<file path="config.mk">
export PLATFORM = sky130hd
export DESIGN_NAME = host_cmd_router
export DESIGN_NICKNAME = d
export VERILOG_FILES = /design/src/rtl/host_cmd_router_pkg.sv /design/src/rtl/host_cmd_router_rsp_fifo.sv /design/src/rtl/host_cmd_router.sv
export SDC_FILE = /design/constraint.sdc
export NUM_CORES = 1
export LEC_CHECK = 0
export CAP_MARGIN = 10
export CORE_MARGIN = 1
export CORE_UTILIZATION = 30
export CTS_CLUSTER_SIZE = 25
export DETAILED_ROUTE_END_ITERATION = 8
export GPL_ROUTABILITY_DRIVEN = 0
export MAX_ROUTING_LAYER = met4
export RECOVER_POWER = 100
export REMOVE_ABC_BUFFERS = 1
export SLEW_MARGIN = 30
export SYNTH_ARGS = -nofsm -noshare
export SYNTH_HDL_FRONTEND = slang
export SYNTH_HIERARCHICAL = 1
export SYNTH_SLANG_ARGS = --single-unit
</file>
<file path="constraint.sdc">
create_clock -name clk -period 5.39 [get_ports clk]
set_clock_uncertainty 0.1 [all_clocks]
set_input_delay 0.539 -clock clk [delete_from_list [all_inputs] [get_ports clk]]
set_output_delay 0.539 -clock clk [all_outputs]
set_load 0.1 [all_outputs]
</file>
<file path="src/rtl/host_cmd_router_pkg.sv">
// Shared types and constants for the host command router.
package host_cmd_router_pkg;

    localparam int unsigned PSIZE         = 16;
    localparam int unsigned DEST_BITS     = 2;
    localparam int unsigned RD_LAT_PHI    = 4;
    localparam int unsigned RD_LAT_CHARGE = 5;

    typedef logic [DEST_BITS-1:0] dest_t;

    typedef struct packed {
        logic             err;
        logic [PSIZE-1:0] data;
    } rsp_t;

endpackage

</file>
<file path="src/rtl/host_cmd_router_rsp_fifo.sv">
// Synchronous response FIFO with wrapping pointer pair and occupancy count.
module host_cmd_router_rsp_fifo
    import host_cmd_router_pkg::*;
#(
    parameter int unsigned DEPTH = 8
) (
    input  logic                   clk,
    input  logic                   rst,
    input  logic                   push,
    input  rsp_t                   push_data,
    input  logic                   pop,
    output logic                   valid,
    output rsp_t                   head,
    output logic [$clog2(DEPTH):0] count
);

    localparam int unsigned AW = $clog2(DEPTH);

    rsp_t        mem [DEPTH];
    logic [AW:0] wr_ptr;
    logic [AW:0] rd_ptr;
    logic        full;
    logic        do_push;
    logic        do_pop;

    assign count   = wr_ptr - rd_ptr;
    assign valid   = (wr_ptr != rd_ptr);
    assign full    = (count == (AW+1)'(DEPTH));
    assign do_push = push & ~full;
    assign do_pop  = pop & valid;
    // Head is forced to zero when empty so the response bus idles at 0.
    assign head    = valid ? mem[rd_ptr[AW-1:0]] : '0;

    always_ff @(posedge clk or negedge rst) begin
        if (!rst) begin
            wr_ptr <= '0;
            rd_ptr <= '0;
        end else begin
            if (do_push) wr_ptr <= wr_ptr + (AW+1)'(1);
            if (do_pop)  rd_ptr <= rd_ptr + (AW+1)'(1);
        end
    end

    always_ff @(posedge clk) begin
        if (do_push) mem[wr_ptr[AW-1:0]] <= push_data;
    end

endmodule

</file>
<file path="src/rtl/host_cmd_router.sv">
// Routes host commands to BRAM destinations; in-order, credit-limited read responses.
module host_cmd_router
    import host_cmd_router_pkg::*;
#(
    parameter int unsigned         ADDR_W             = 14,
    parameter int unsigned         DEST_W             = 2,
    parameter logic [2**DEST_W-1:0] WR_MASK           = 4'b0011,
    parameter logic [2**DEST_W-1:0] RD_MASK           = 4'b1100,
    parameter int unsigned         RD_LAT [2**DEST_W] = '{0, 0, RD_LAT_PHI, RD_LAT_CHARGE},
    parameter int unsigned         MAX_LAT            = 8,
    parameter int unsigned         RSP_DEPTH          = 8
) (
    input  logic                          clk,
    input  logic                          rst,
    input  logic                          cmd_valid,
    output logic                          cmd_ready,
    input  logic                          cmd_wen,
    input  logic [ADDR_W-1:0]             cmd_addr,
    input  logic [PSIZE-1:0]              cmd_data,
    output logic [ADDR_W-DEST_W-1:0]      dst_addr,
    output logic [PSIZE-1:0]              dst_wdata,
    output logic [2**DEST_W-1:0]          dst_wen,
    output logic [2**DEST_W-1:0]          dst_ren,
    input  logic [(2**DEST_W)*PSIZE-1:0]  dst_rdata,
    output logic                          rsp_valid,
    input  logic                          rsp_ready,
    output logic [PSIZE-1:0]              rsp_data,
    output logic                          rsp_err,
    output logic [7:0]                    err_count
);

    localparam int unsigned NUM_DEST = 2**DEST_W;
    localparam int unsigned BA_W     = ADDR_W - DEST_W;
    localparam int unsigned LAT_W    = $clog2(MAX_LAT + 1);
    localparam int unsigned SLOT_W   = $clog2(MAX_LAT);
    localparam int unsigned CNT_W    = $clog2(RSP_DEPTH) + 1;

    // Illegal reads are tracked with latency 1 so their error response stays in order.
    function automatic logic [LAT_W-1:0] eff_lat(input logic [DEST_W-1:0] d);
        return RD_MASK[d] ? LAT_W'(RD_LAT[d]) : LAT_W'(1);
    endfunction

    logic [DEST_W-1:0] cmd_dest;
    logic [LAT_W-1:0]  cmd_lat;
    logic              cmd_illegal;
    logic              cmd_acc;
    logic              wr_acc;
    logic              rd_acc;
    logic              live_q;
    logic [LAT_W-1:0]  rem_q;
    logic [CNT_W-1:0]  inflight_q;
    logic [CNT_W-1:0]  fifo_count;
    logic [CNT_W:0]    credit_use;

    logic              iss_vld_q;
    logic              iss_err_q;
    logic [DEST_W-1:0] iss_dest_q;
    logic [SLOT_W-1:0] iss_slot;

    logic [MAX_LAT-1:0] trk_vld_q;
    logic [MAX_LAT-1:0] trk_err_q;
    logic [DEST_W-1:0]  trk_dest_q [MAX_LAT];

    logic [PSIZE-1:0]  rdata_arr [NUM_DEST];
    logic              push;
    rsp_t              push_rsp;
    rsp_t              head;

    assign cmd_dest    = cmd_addr[ADDR_W-1 -: DEST_W];
    assign cmd_illegal = cmd_wen ? ~WR_MASK[cmd_dest] : ~RD_MASK[cmd_dest];
    assign cmd_acc     = cmd_valid & cmd_ready;
    assign wr_acc      = cmd_acc & cmd_wen;
    assign rd_acc      = cmd_acc & ~cmd_wen;

    // Reads need a capture slot later than the youngest in-flight one and a free FIFO credit.
    always_comb begin
        cmd_lat    = eff_lat(cmd_dest);
        credit_use = (CNT_W+1)'(inflight_q) + (CNT_W+1)'(fifo_count);
        cmd_ready  = 1'b0;
        if (live_q) begin
            cmd_ready = cmd_wen |
                        ((rem_q < cmd_lat) && (credit_use < (CNT_W+1)'(RSP_DEPTH)));
        end
    end

    always_ff @(posedge clk or negedge rst) begin
        if (!rst) begin
            live_q    <= 1'b0;
            dst_addr  <= '0;
            dst_wdata <= '0;
            dst_wen   <= '0;
            dst_ren   <= '0;
            err_count <= '0;
        end else begin
            live_q  <= 1'b1;
            dst_wen <= '0;
            dst_ren <= '0;
            if (cmd_acc) dst_addr  <= cmd_addr[BA_W-1:0];
            if (wr_acc)  dst_wdata <= cmd_data;
            if (wr_acc && !cmd_illegal) dst_wen <= NUM_DEST'(1) << cmd_dest;
            if (rd_acc && !cmd_illegal) dst_ren <= NUM_DEST'(1) << cmd_dest;
            if (cmd_acc && cmd_illegal && (err_count != 8'hFF)) err_count <= err_count + 8'd1;
        end
    end

    assign iss_slot = SLOT_W'(eff_lat(iss_dest_q) - LAT_W'(1));

    // Issue stage feeds the shift tracker; slot 0 captures at the end of the current cycle.
    always_ff @(posedge clk or negedge rst) begin
        if (!rst) begin
            iss_vld_q  <= 1'b0;
            iss_err_q  <= 1'b0;
            iss_dest_q <= '0;
            rem_q      <= '0;
            inflight_q <= '0;
            trk_vld_q  <= '0;
            trk_err_q  <= '0;
            for (int i = 0; i < int'(MAX_LAT); i++) trk_dest_q[i] <= '0;
        end else begin
            iss_vld_q  <= rd_acc;
            iss_err_q  <= cmd_illegal;
            iss_dest_q <= cmd_dest;

            if (rd_acc)            rem_q <= cmd_lat - LAT_W'(1);
            else if (rem_q != '0)  rem_q <= rem_q - LAT_W'(1);

            if (rd_acc && !push)      inflight_q <= inflight_q + CNT_W'(1);
            else if (!rd_acc && push) inflight_q <= inflight_q - CNT_W'(1);

            for (int i = 0; i < int'(MAX_LAT) - 1; i++) begin
                trk_vld_q[i]  <= trk_vld_q[i+1];
                trk_err_q[i]  <= trk_err_q[i+1];
                trk_dest_q[i] <= trk_dest_q[i+1];
            end
            trk_vld_q[MAX_LAT-1] <= 1'b0;
            if (iss_vld_q) begin
                trk_vld_q[iss_slot]  <= 1'b1;
                trk_err_q[iss_slot]  <= iss_err_q;
                trk_dest_q[iss_slot] <= iss_dest_q;
            end
        end
    end

    always_comb begin
        for (int d = 0; d < int'(NUM_DEST); d++) rdata_arr[d] = dst_rdata[d*PSIZE +: PSIZE];
    end

    assign push = trk_vld_q[0];

    always_comb begin
        push_rsp     = '0;
        push_rsp.err = trk_err_q[0];
        if (!trk_err_q[0]) push_rsp.data = rdata_arr[trk_dest_q[0]];
    end

    host_cmd_router_rsp_fifo #(
        .DEPTH (RSP_DEPTH)
    ) u_rsp_fifo (
        .clk       (clk),
        .rst       (rst),
        .push      (push),
        .push_data (push_rsp),
        .pop       (rsp_ready),
        .valid     (rsp_valid),
        .head      (head),
        .count     (fifo_count)
    );

    assign rsp_data = head.data;
    assign rsp_err  = head.err;

endmodule
</file>
==> summary.md, run 1 <==
| Metric | Value |
|---|---|
| Routed wire length | `a little under 20000 microns` |
| First-pass DRT Iterations | `4` |
| Layout cells sized above 1 | `0.1884` |
| Flops & latches, synth | `233` |
| First-pass GRT wire length | `approximately 31000 microns` |
| Max-Cap Viols | `4` |
| CP max FO | `8` |
| CTS tree | `yes` |
| Measured slew at the worst slew-check pin | `2.784 ns` |
| Area leader, netlist | `edfxtp_1` |
| Status | `complete, but fails checks` |
| # clock sinks | `~230` |
| Relative slew margins | `-0.8563` |
| R2R depth | `17` |
| CTS resizes | `0` |
| Post-DRT Antenna Nets | `0` |
| Number of placement rows | `between 60 and 70` |
| Critical path type | `flip-flop to output pin` |
| Clk_lat worst skew | `~0.53 ns` |
| Cell area after synthesis | `roughly 0.0096 sq mm` |
| Failing checks | `max-capacitance violations, max-slew violations` |
| Nets | `between 800 and 900` |
| Post-synth ARST share | `0.4163` |
| Fillers | `approximately 2900` |
| Starting density of the core | `0.3042` |
| R2r endpoint | `inflight_q[3]` |
| Antenna cells | `0` |
| Vias | `5333` |
| GRT Total Usage | `0.1250` |
| Top cell type's share of synthesized area | `0.4254` |
| HPWL after DPL | `12240 microns` |
| RSZ-0062 raised after global routing | `no` |
| CTS H-tree lvls | `1` |
| Leading post-synthesis cells by cell area | `edfxtp_1 (43%), dfrtp_1 (25%), mux4_2 (12%)` |
| R2r startpoint | `u_rsp_fifo/wr_ptr[2]` |
| Worst EP arrival | `between 4 and 5 ns` |
| F_max | `209.5 MHz` |
| Num ports | `about 160` |
| R2R Setup Slk | `approximately 0.9 ns` |
| CTS root buf | `clkbuf_16` |
| Post-Syn Instances | `572` |
| Ys flop type | `edfxtp_1` |
| Routed vias/inst | `between 4 and 5` |
| CTS Buf Count | `26` |
| Worst hold path class | `flip-flop to flip-flop` |
| Largest net degree at the start of global routing | `between 50 and 60` |
| Period minus WS final | `about 4.8 ns` |
| Crit. Startpoint | `u_rsp_fifo/wr_ptr[2]` |
| Crit path capture type | `output pin` |
| I/O Buffers | `approximately 160` |
| Initial antenna violation count | `1` |
| Final worst path period share | `0.8856` |
| Syn. warnings | `6` |
| Clock transition at path regs | `~0.06 ns` |
| Starting DRT DRC Count | `approximately 350` |
| Setup TNS | `0 ns` |
| Sequential share of the synthesized area | `0.6783` |
| # setup viols final | `0` |
| Core area | `between 0.03 and 0.04 sq mm` |
| Avg WL per Cell | `around 17 microns` |
| Die Wd | `roughly 180 microns` |
| Setup crit start kind | `flip-flop` |
| Fin. max-slew vios | `90` |
| Worst path required time | `between 4 and 5 ns` |
| Final Hold Vio Count | `0` |
| Die extent in y | `approximately 180 microns` |
| CP Capture Point | `cmd_ready` |
| Grt ovf | `0` |
| Unique masters post-synth | `51` |
| Area Overhead vs Synth | `28.87%` |
| Mean Syn Cell Area | `16.78 sq um` |
| Vias in the first global route | `~5700` |
| Longest Clk Path Bufs | `3` |
| Post-synth EDFFs | `between 100 and 150` |
| Die ar. | `0.03272 sq mm` |
| Fin Hold WS | `roughly 0.25 ns` |
| DRC | `0` |
synthesized netlist by cell type (2+ instances only):
| master | number |
|---|---|
| xor2_1 | 9 |
| nor2_1 | 11 |
| and2_1 | 2 |
| o21ai_0 | 2 |
| or4_1 | 2 |
| buf_2 | 3 |
| nand2_1 | 46 |
| buf_4 | 6 |
| nand2b_1 | 9 |
| conb_1 | 2 |
| mux2_2 | 35 |
| nor2b_1 | 18 |
| inv_1 | 9 |
| mux4_2 | 50 |
| nand3b_1 | 2 |
| nor3_1 | 10 |
| ha_1 | 14 |
| edfxtp_1 | 136 |
| clkbuf_1 | 30 |
| nand4_1 | 3 |
| nand3_1 | 8 |
| mux2i_1 | 3 |
| dfrtp_1 | 97 |
| xnor2_1 | 10 |
| and3_1 | 2 |
| nor4_1 | 6 |
| fa_1 | 2 |
| a21oi_1 | 22 |
cells by family after synthesis:
family / share of synthesized area
buf+inv: 0.02346
simple gates: 0.06882
fa+ha+maj: 0.02242
other cells: 0.0007824
compound gates: 0.02412
flops: 0.6783
mux: 0.1631
xor+xnor: 0.01903
sequential cells by signal (all words and copies together) (netlist names):
register and cells:
dst_addr 12, trk_dest_q 16, trk_vld_q 8, dst_wen 4, u_rsp_fifo/mem 136, err_count 8
iss_err_q 1, inflight_q 4, dst_ren 4, dst_wdata 16, rem_q 4, live_q 1
u_rsp_fifo/rd_ptr 4, iss_vld_q 1, u_rsp_fifo/wr_ptr 4, trk_err_q 8, iss_dest_q 2
per-layer routing:
layer	GRT usage	vias to the layer above	routed length, microns	part of all wire
met5	-	-	0	0
li1	-	2475	-	-
met1	0.1629	2669	8745	0.45
met2	0.2012	166	9203	0.47
met3	0.02903	23	1451	0.074
met4	0.02120	0	224	0.011
cells in the final DEF, fill, tap and decap left out, drive strengths merged, types with 14 or more instances in the layout:
cell type / instances
edfxtp: 136
mux4: 50
clkbuf: 66
nor2b: 18
a21oi: 23
dfrtp: 97
mux2: 36
nand2: 46
clkdlybuf4s50: 94
dlygate4sd3: 48
ha: 14
worst max-delay path: stages (launching register included):
cell	delay [ns]
dfrtp_1	0.48
ha_1	0.39
a21oi_1	0.29
and3_1	0.29
nor2_1	0.07
ha_1	0.26
or4_1	0.49
nor2_1	0.20
a31oi_1	0.15
nor2b_1	0.12
dlymetal6s4s_1	0.88
area by class of cell:
cell class | instances | area [sq um] | area share
sequential | 233 | 6513 | 0.5264
multi-input combinational | 292 | 2849 | 0.2303
timing repair buffer | 176 | 1578 | 0.1275
clock buffer | 38 | 788.3 | 0.06372
tap | 402 | 503.0 | 0.04066
clock inverter | 9 | 98.84 | 0.007990
inverter | 11 | 41.29 | 0.003338
repair_timing:
item	CTS	global route
buffers inserted	0	0
hold buffers	1	0
endpoints found under the hold margin	49	0
metrics by stage:
stage	area (sq um)	setup slack, ns	std cells	util
2_1_floorplan	9430	0.03896	536	-
3_3_place_gp	11650	1.032	1113	0.3692
4_1_cts	12560	0.8759	1161	0.3979
3_5_place_dp	11660	0.9518	1113	0.3695
5_1_grt	12370	0.2956	1161	0.3920
6_report	12370	0.6163	1161	0.3920
how the worst min path moves through the flow:
stage | start | end | slack [ns] | cells after the start
after floorplan | rst | dst_addr[0] | 0.14 | 0
after global placement | trk_err_q[6] | trk_err_q[5] | 0.23 | 0
after detailed placement | trk_dest_q[3] | trk_dest_q[5] | 0.24 | 0
after CTS | trk_err_q[3] | trk_err_q[2] | 0.25 | 0
after global routing | trk_dest_q[8] | trk_dest_q[10] | 0.26 | 0
final | trk_dest_q[10] | trk_dest_q[12] | 0.25 | 0
Power of run 1 is left out: the tool's default activity adds up to more than one toggle a clock period on the data nets, which glitch-free logic cannot reach.
==> run 2: changes to the inputs <==
CAP_MARGIN = not set   (was 10)
clock period = 4.1 ns   (was 5.39 ns; I/O delays follow)
==> summary.md, run 2 (synthesis gave the netlist of run 1 again) <==
| Metric | Value |
|---|---|
| Status | `complete, but fails checks` |
| Failing checks | `max-capacitance violations, max-slew violations` |
| Fin. max-slew vios | `80 (-11%)` |
| Worst hold path class | `flip-flop to flip-flop` |
| Die Wd | `180.9 microns (unchanged)` |
| Grt ovf | `0 (unchanged)` |
| Worst path required time | `4.40 ns (-0.35 ns)` |
| Core area | `0.03156 sq mm (unchanged)` |
| Routed wire length | `19390 microns (-1.2%)` |
| Post-DRT Antenna Nets | `0 (unchanged)` |
| Relative slew margins | `-0.3037 (+0.5527)` |
| Starting density of the core | `0.3042 (unchanged)` |
| Highest-count cells in the layout ignoring fill and taps | `clkdlybuf4s50_1 (137), edfxtp_1 (136), dfrtp_1 (96)` |
| Longest Clk Path Bufs | `3 (unchanged)` |
| Clock transition at path regs | `0.06 ns (about the same)` |
| Nets | `864 (+1.1%)` |
| Crit path capture type | `flip-flop` |
| Vias | `5377 (+0.83%)` |
| Final Hold Vio Count | `0 (unchanged)` |
| DRC | `0 (unchanged)` |
| CTS root buf | `clkbuf_16` |
| Starting DRT DRC Count | `319 (-8.3%)` |
| Measured slew at the worst slew-check pin | `1.955 ns (-0.8290 ns)` |
| Period minus WS final | `between 3 and 4 ns` |
| Max reg flops | `136 (unchanged)` |
| Worst EP arrival | `4.19 ns (+0.06 ns)` |
| Number of placement rows | `65 (unchanged)` |
| Vias in the first global route | `5673 (-1.1%)` |
| Final setup margin | `0.2156 ns (-0.4008 ns)` |
| Setup TNS | `0 ns (unchanged)` |
| Avg WL per Cell | `16.59 microns (-1.9%)` |
| CP top delay family | `simple AND/OR/NAND/NOR gates` |
| Initial antenna violation count | `2 (+1)` |
| GRT Total Usage | `0.1242 (-0.0008154)` |
| Most used cell, CP | `ha_1` |
| Critical path type | `flip-flop to flip-flop` |
| First-pass DRT Iterations | `6 (+2)` |
| Buf/Inv on CP | `3 (+2)` |
| Num ports | `162 (unchanged)` |
| Layout cells sized above 1 | `0.2337 (+0.04528)` |
| Clk_lat worst skew | `0.52 ns (about the same)` |
| F_max | `between 200 and 300 MHz` |
| Die extent in y | `180.9 microns (unchanged)` |
| Fin util | `0.4021 (+0.01007)` |
| CTS H-tree lvls | `1 (unchanged)` |
| Setup crit start kind | `flip-flop` |
| CP cell instances | `clkinv_1 -> ha_2 -> nand3b_1 -> and3_4 -> nor2_1 -> ha_1 -> or4_1 -> nor2_4 -> nand4_1 -> inv_1 -> ha_1 -> inv_1 -> ha_1 -> a21o_1 -> a21oi_1 -> xnor2_1 -> nor2_1 -> xor2_1` |
| # clock sinks | `233 (unchanged)` |
| Final worst path period share | `0.9474` |
| Commonest non-fill, non-tap cell in the layout | `clkdlybuf4s50_1` |
| Area Overhead vs Synth | `32.18%` |
| Critical path's largest stage delay | `0.56 ns (-0.32 ns)` |
| Largest net degree at the start of global routing | `80 (+57%)` |
| # setup viols final | `0 (unchanged)` |
| Place WS | `0.04515 ns (-0.9067 ns)` |
| I/O Buffers | `161 (unchanged)` |
| CTS tree | `yes` |
| CTS Buf Count | `24 (-7.7%)` |
| Routed vias/inst | `4.600 (+0.14%)` |
| CP max stage cell | `or4_1` |
| CP max FO | `4 (-4)` |
| HPWL after DPL | `12010 microns (-1.9%)` |
| First-pass GRT wire length | `31160 microns (-0.44%)` |
| RSZ-0062 raised after global routing | `no` |
| Die ar. | `0.03272 sq mm (unchanged)` |
| Max-Cap Viols | `1 (-3)` |
-- run 2: changes by cell type in the layout (fill, tap and decap cells not counted), sizes merged --
cell	before	now
buf	5	41
bufinv	1	0
clkbuf	66	33
clkdlybuf4s50	94	137
clkinv	9	15
clkinvlp	0	1
diode	0	1
dlygate4sd3	48	4
dlymetal6s4s	1	0
-- run 2: final cells by class --
class | count | area (sq um)
diodes | 1 | 2.502
well taps | 402 | 503.0
flip-flops and latches | 233 | 6513
repair buffers | 187 | 1977
inverters | 11 | 41.29
clock inverters | 15 | 92.59
fillers | 2893 | 18870
multi-input cells | 292 | 2944
clock buffers | 28 | 615.6
-- run 2: repair_timing --
| item | CTS | global route |
|---|---|---|
| gates resized for setup | 0 | 6 |
| setup buffers | 0 | 4 |
| setup endpoints to repair | 0 | 2 |
| hold buffers | 1 | 0 |
| hold endpoints to repair | 78 | 0 |
-- run 2: worst register-to-register path: stages, from the launching register on --
cell	delay [ns]
dfrtp_1	0.35
clkinv_1	0.08
ha_2	0.39
nand3b_1	0.18
and3_4	0.23
nor2_1	0.09
ha_1	0.23
or4_1	0.56
nor2_4	0.14
nand4_1	0.12
inv_1	0.10
ha_1	0.18
inv_1	0.09
ha_1	0.28
a21o_1	0.16
a21oi_1	0.16
xnor2_1	0.13
nor2_1	0.06
xor2_1	0.14
-- run 2: per-stage QoR --
stage | instance area (sq um) | hold slack, ns | instances
after floorplan | 9430 | 0.01441 | 536
after detailed placement | 11930 | 0.2347 | 1120
after CTS | 12650 | 0.2487 | 1164
final | 12690 | 0.2473 | 1169
after global placement | 11930 | 0.2317 | 1120
after global routing | 12690 | 0.2537 | 1169
-- run 2: worst paths after layout --
kind,from,to,slack (ns),cells after the start
worst max-delay path,u_rsp_fifo/rd_ptr[2],inflight_q[3],0.22,18
worst min-delay path,trk_dest_q[10],trk_dest_q[12],0.25,0
worst max register to register,u_rsp_fifo/rd_ptr[2],inflight_q[3],0.22,18
worst min register to register,trk_dest_q[10],trk_dest_q[12],0.25,0
max in group asynchronous,rst,trk_err_q[0],1.33,3
min in group asynchronous,rst,trk_dest_q[2],0.89,2
-- run 2: per-layer routing --
metal	GRT usage	part of all wire	routed length (microns)	up-vias
met2	0.1983	0.48	9240	160
met1	0.1627	0.44	8544	2712
met5	-	0	0	-
met4	0.02051	0.0093	181	0
met3	0.02983	0.074	1427	19
li1	-	-	-	2486
Power of run 2 is left out for the same reason.
==> run 3: changes to the inputs <==
--- a/config.mk
+++ b/config.mk
@@ -8,4 +8,5 @@
 export CORE_MARGIN = 1
 export CORE_UTILIZATION = 30
+export CTS_CLUSTER_DIAMETER = 120
 export CTS_CLUSTER_SIZE = 25
 export DETAILED_ROUTE_END_ITERATION = 8
==> constraint.sdc (replaced) <==
create_clock -name clk -period 4.1 [get_ports clk]
set_clock_uncertainty 0.1 [all_clocks]
set_input_delay 0.82 -clock clk [delete_from_list [all_inputs] [get_ports clk]]
set_output_delay 0.82 -clock clk [all_outputs]
set_load 0.1 [all_outputs]
==> summary.md, run 3 (synthesis gave the netlist of run 1 again) <==
| Metric | Value |
|---|---|
| F_max | `253.0 MHz (-1.7%)` |
| Failing checks | `design-rule violations, max-capacitance violations, max-slew violations` |
| First-pass DRT Iterations | `6 (unchanged)` |
| I/O Buffers | `161 (unchanged)` |
| R2R depth | `18 (unchanged)` |
| CP max FO | `3 (-1)` |
| Die extent in y | `180.9 microns (unchanged)` |
| Clock transition at path regs | `0.09 ns (+0.03 ns)` |
| CP max stage cell | `or4_4` |
| Fin cells | `1152 (-1.5%)` |
| Crit. Startpoint | `u_rsp_fifo/wr_ptr[0]` |
| Crit path capture type | `output pin` |
| Antenna cells | `0 (-1)` |
| Die Wd | `180.9 microns (unchanged)` |
| Fin. max-slew vios | `71 (-11%)` |
| CTS root buf | `clkbuf_16` |
| CTS H-tree lvls | `1 (unchanged)` |
| CP Capture Point | `cmd_ready` |
| R2r startpoint | `u_rsp_fifo/wr_ptr[0]` |
| Vias in the first global route | `5741 (+1.2%)` |
| R2R Setup Slk | `0.43 ns (+0.21 ns)` |
| Initial antenna violation count | `0 (-2)` |
| CP cell instances | `inv_1 -> ha_1 -> inv_1 -> fa_2 -> xor2_1 -> ha_1 -> or4_4 -> nor2_4 -> a31oi_1 -> nor2b_2 -> clkbuf_8` |
| Routed wire length | `19740 microns (+1.8%)` |
| Num ports | `162 (unchanged)` |
| Relative slew margins | `-0.1536 (+0.1500)` |
| Starting density of the core | `0.3042 (unchanged)` |
| HPWL after DPL | `12200 microns (+1.6%)` |
| Vias | `5355 (-0.41%)` |
| Layout cells sized above 1 | `0.2213 (-0.01235)` |
| DRC | `2 (+2)` |
| Uppermost layer routed | `met4` |
| Period minus WS final | `3.952 ns (+0.06742 ns)` |
| CTS Buf Count | `13 (-46%)` |
| Die ar. | `0.03272 sq mm (unchanged)` |
| Measured slew at the worst slew-check pin | `1.730 ns (-0.2250 ns)` |
| Final worst path period share | `0.9639 (+0.01644)` |
| Max-Cap Viols | `1 (unchanged)` |
| Worst path required time | `3.18 ns (-1.22 ns)` |
| Final Hold Vio Count | `0 (unchanged)` |
| Worst hold path class | `flip-flop to flip-flop` |
| Starting DRT DRC Count | `355 (+11%)` |
| First-pass GRT wire length | `31750 microns (+1.9%)` |
| Setup crit start kind | `flip-flop` |
| Nets | `858 (-0.69%)` |
| CTS tree | `yes` |
| Max reg flops | `136 (unchanged)` |
| Highest-count cells in the layout ignoring fill and taps | `edfxtp_1 (136), dfrtp_1 (96), clkdlybuf4s50_1 (95)` |
| Fin util | `0.3830 (-0.01915)` |
| Number of placement rows | `65 (unchanged)` |
| Critical path type | `flip-flop to output pin` |
| Area Overhead vs Synth | `25.89%` |
| WP depth | `11 (-7)` |
| Commonest non-fill, non-tap cell in the layout | `edfxtp_1` |
| R2r endpoint | `inflight_q[3]` |
| RSZ-0062 raised after global routing | `no` |
| # clock sinks | `233 (unchanged)` |
| Worst EP arrival | `3.03 ns (-1.16 ns)` |
| DR WL met2 | `9391 microns (+1.6%)` |
| DP Cell Count | `1123 (+0.27%)` |
| Avg WL per Cell | `17.14 microns (+3.3%)` |
| Longest Clk Path Bufs | `3 (unchanged)` |
| Met1 WL | `8839 microns (+3.5%)` |
| GRT Total Usage | `0.1270 (+0.002865)` |
| Buf/Inv on CP | `3 (unchanged)` |
| Critical path's largest stage delay | `0.52 ns (-0.04 ns)` |
| Hold-fix buffers, CTS | `0 (-1)` |
| CP top delay family | `simple AND/OR/NAND/NOR gates` |
| Largest net degree at the start of global routing | `71 (-11%)` |
| # setup viols final | `0 (unchanged)` |
| Metal3 WL | `1353 microns (-5.2%)` |
| Grt ovf | `0 (unchanged)` |
| Status | `complete, but fails checks` |
| Routed vias/inst | `4.648 (+1.1%)` |
| Clk_lat worst skew | `0.48 ns (-0.04 ns)` |
| Fillers | `2997 (+3.6%)` |
| Post-DRT Antenna Nets | `0 (unchanged)` |
| Core area | `0.03156 sq mm (unchanged)` |
run 3: layout make-up:
cell class                 count  area [sq um]  area share
multi-input combinational    292          2922      0.2418
inverter                      11         42.54    0.003520
clock inverter                 3         33.78    0.002796
tap                          402         503.0     0.04162
timing repair buffer         192          1723      0.1426
sequential                   233          6513      0.5389
clock buffer                  19         347.8     0.02878
run 3: what timing repair did:
action | CTS | global route
pin swaps | 6 | 6
resized for setup | 9 | 8
buffers inserted | 5 | 2
endpoints found under the setup margin | 1 | 1
run 3: how the worst min path moves through the flow:
stage | startpoint | end | slack, ns | depth (start not counted)
after global routing | trk_err_q[6] | trk_err_q[5] | 0.27 | 0
after CTS | trk_dest_q[9] | trk_dest_q[11] | 0.26 | 0
after floorplan | trk_dest_q[8] | trk_dest_q[10] | 0.23 | 0
after global placement | trk_vld_q[7] | trk_vld_q[6] | 0.23 | 0
after detailed placement | trk_dest_q[9] | trk_dest_q[11] | 0.23 | 0
final | trk_err_q[6] | trk_err_q[5] | 0.25 | 0
run 3: worst reg2reg max path, delay by kind of cell, from the launching register on:
family,cells,cell delay [ns]
compound gates,2,0.31
buf+inv,4,0.33
xor+xnor,3,0.44
simple gates,4,0.81
flops,1,0.40
fa+ha+maj,5,1.16
run 3: metrics by stage:
stage / hold slack (ns) / instance area [sq um] / TNS, ns / worst slack [ns]
finish: 0.2538 / 12080 / 0 / 0.1481
global route: 0.2690 / 12080 / 0 / 0.01831
CTS: 0.2564 / 12410 / 0 / 0.01232
detailed placement: 0.2347 / 11950 / 0 / 0.08267
global placement: 0.2316 / 11950 / 0 / 0.1412
floorplan: 0.2312 / 9430 / -83.22 / -1.532
run 3: metal layers:
metal / GRT usage / up-vias
li1: - / 2459
met1: 0.1637 / 2738
met2: 0.2073 / 141
met3: 0.03286 / 17
met4: 0.01470 / 0
met5: - / -
Power of run 3 is left out for the same reason.
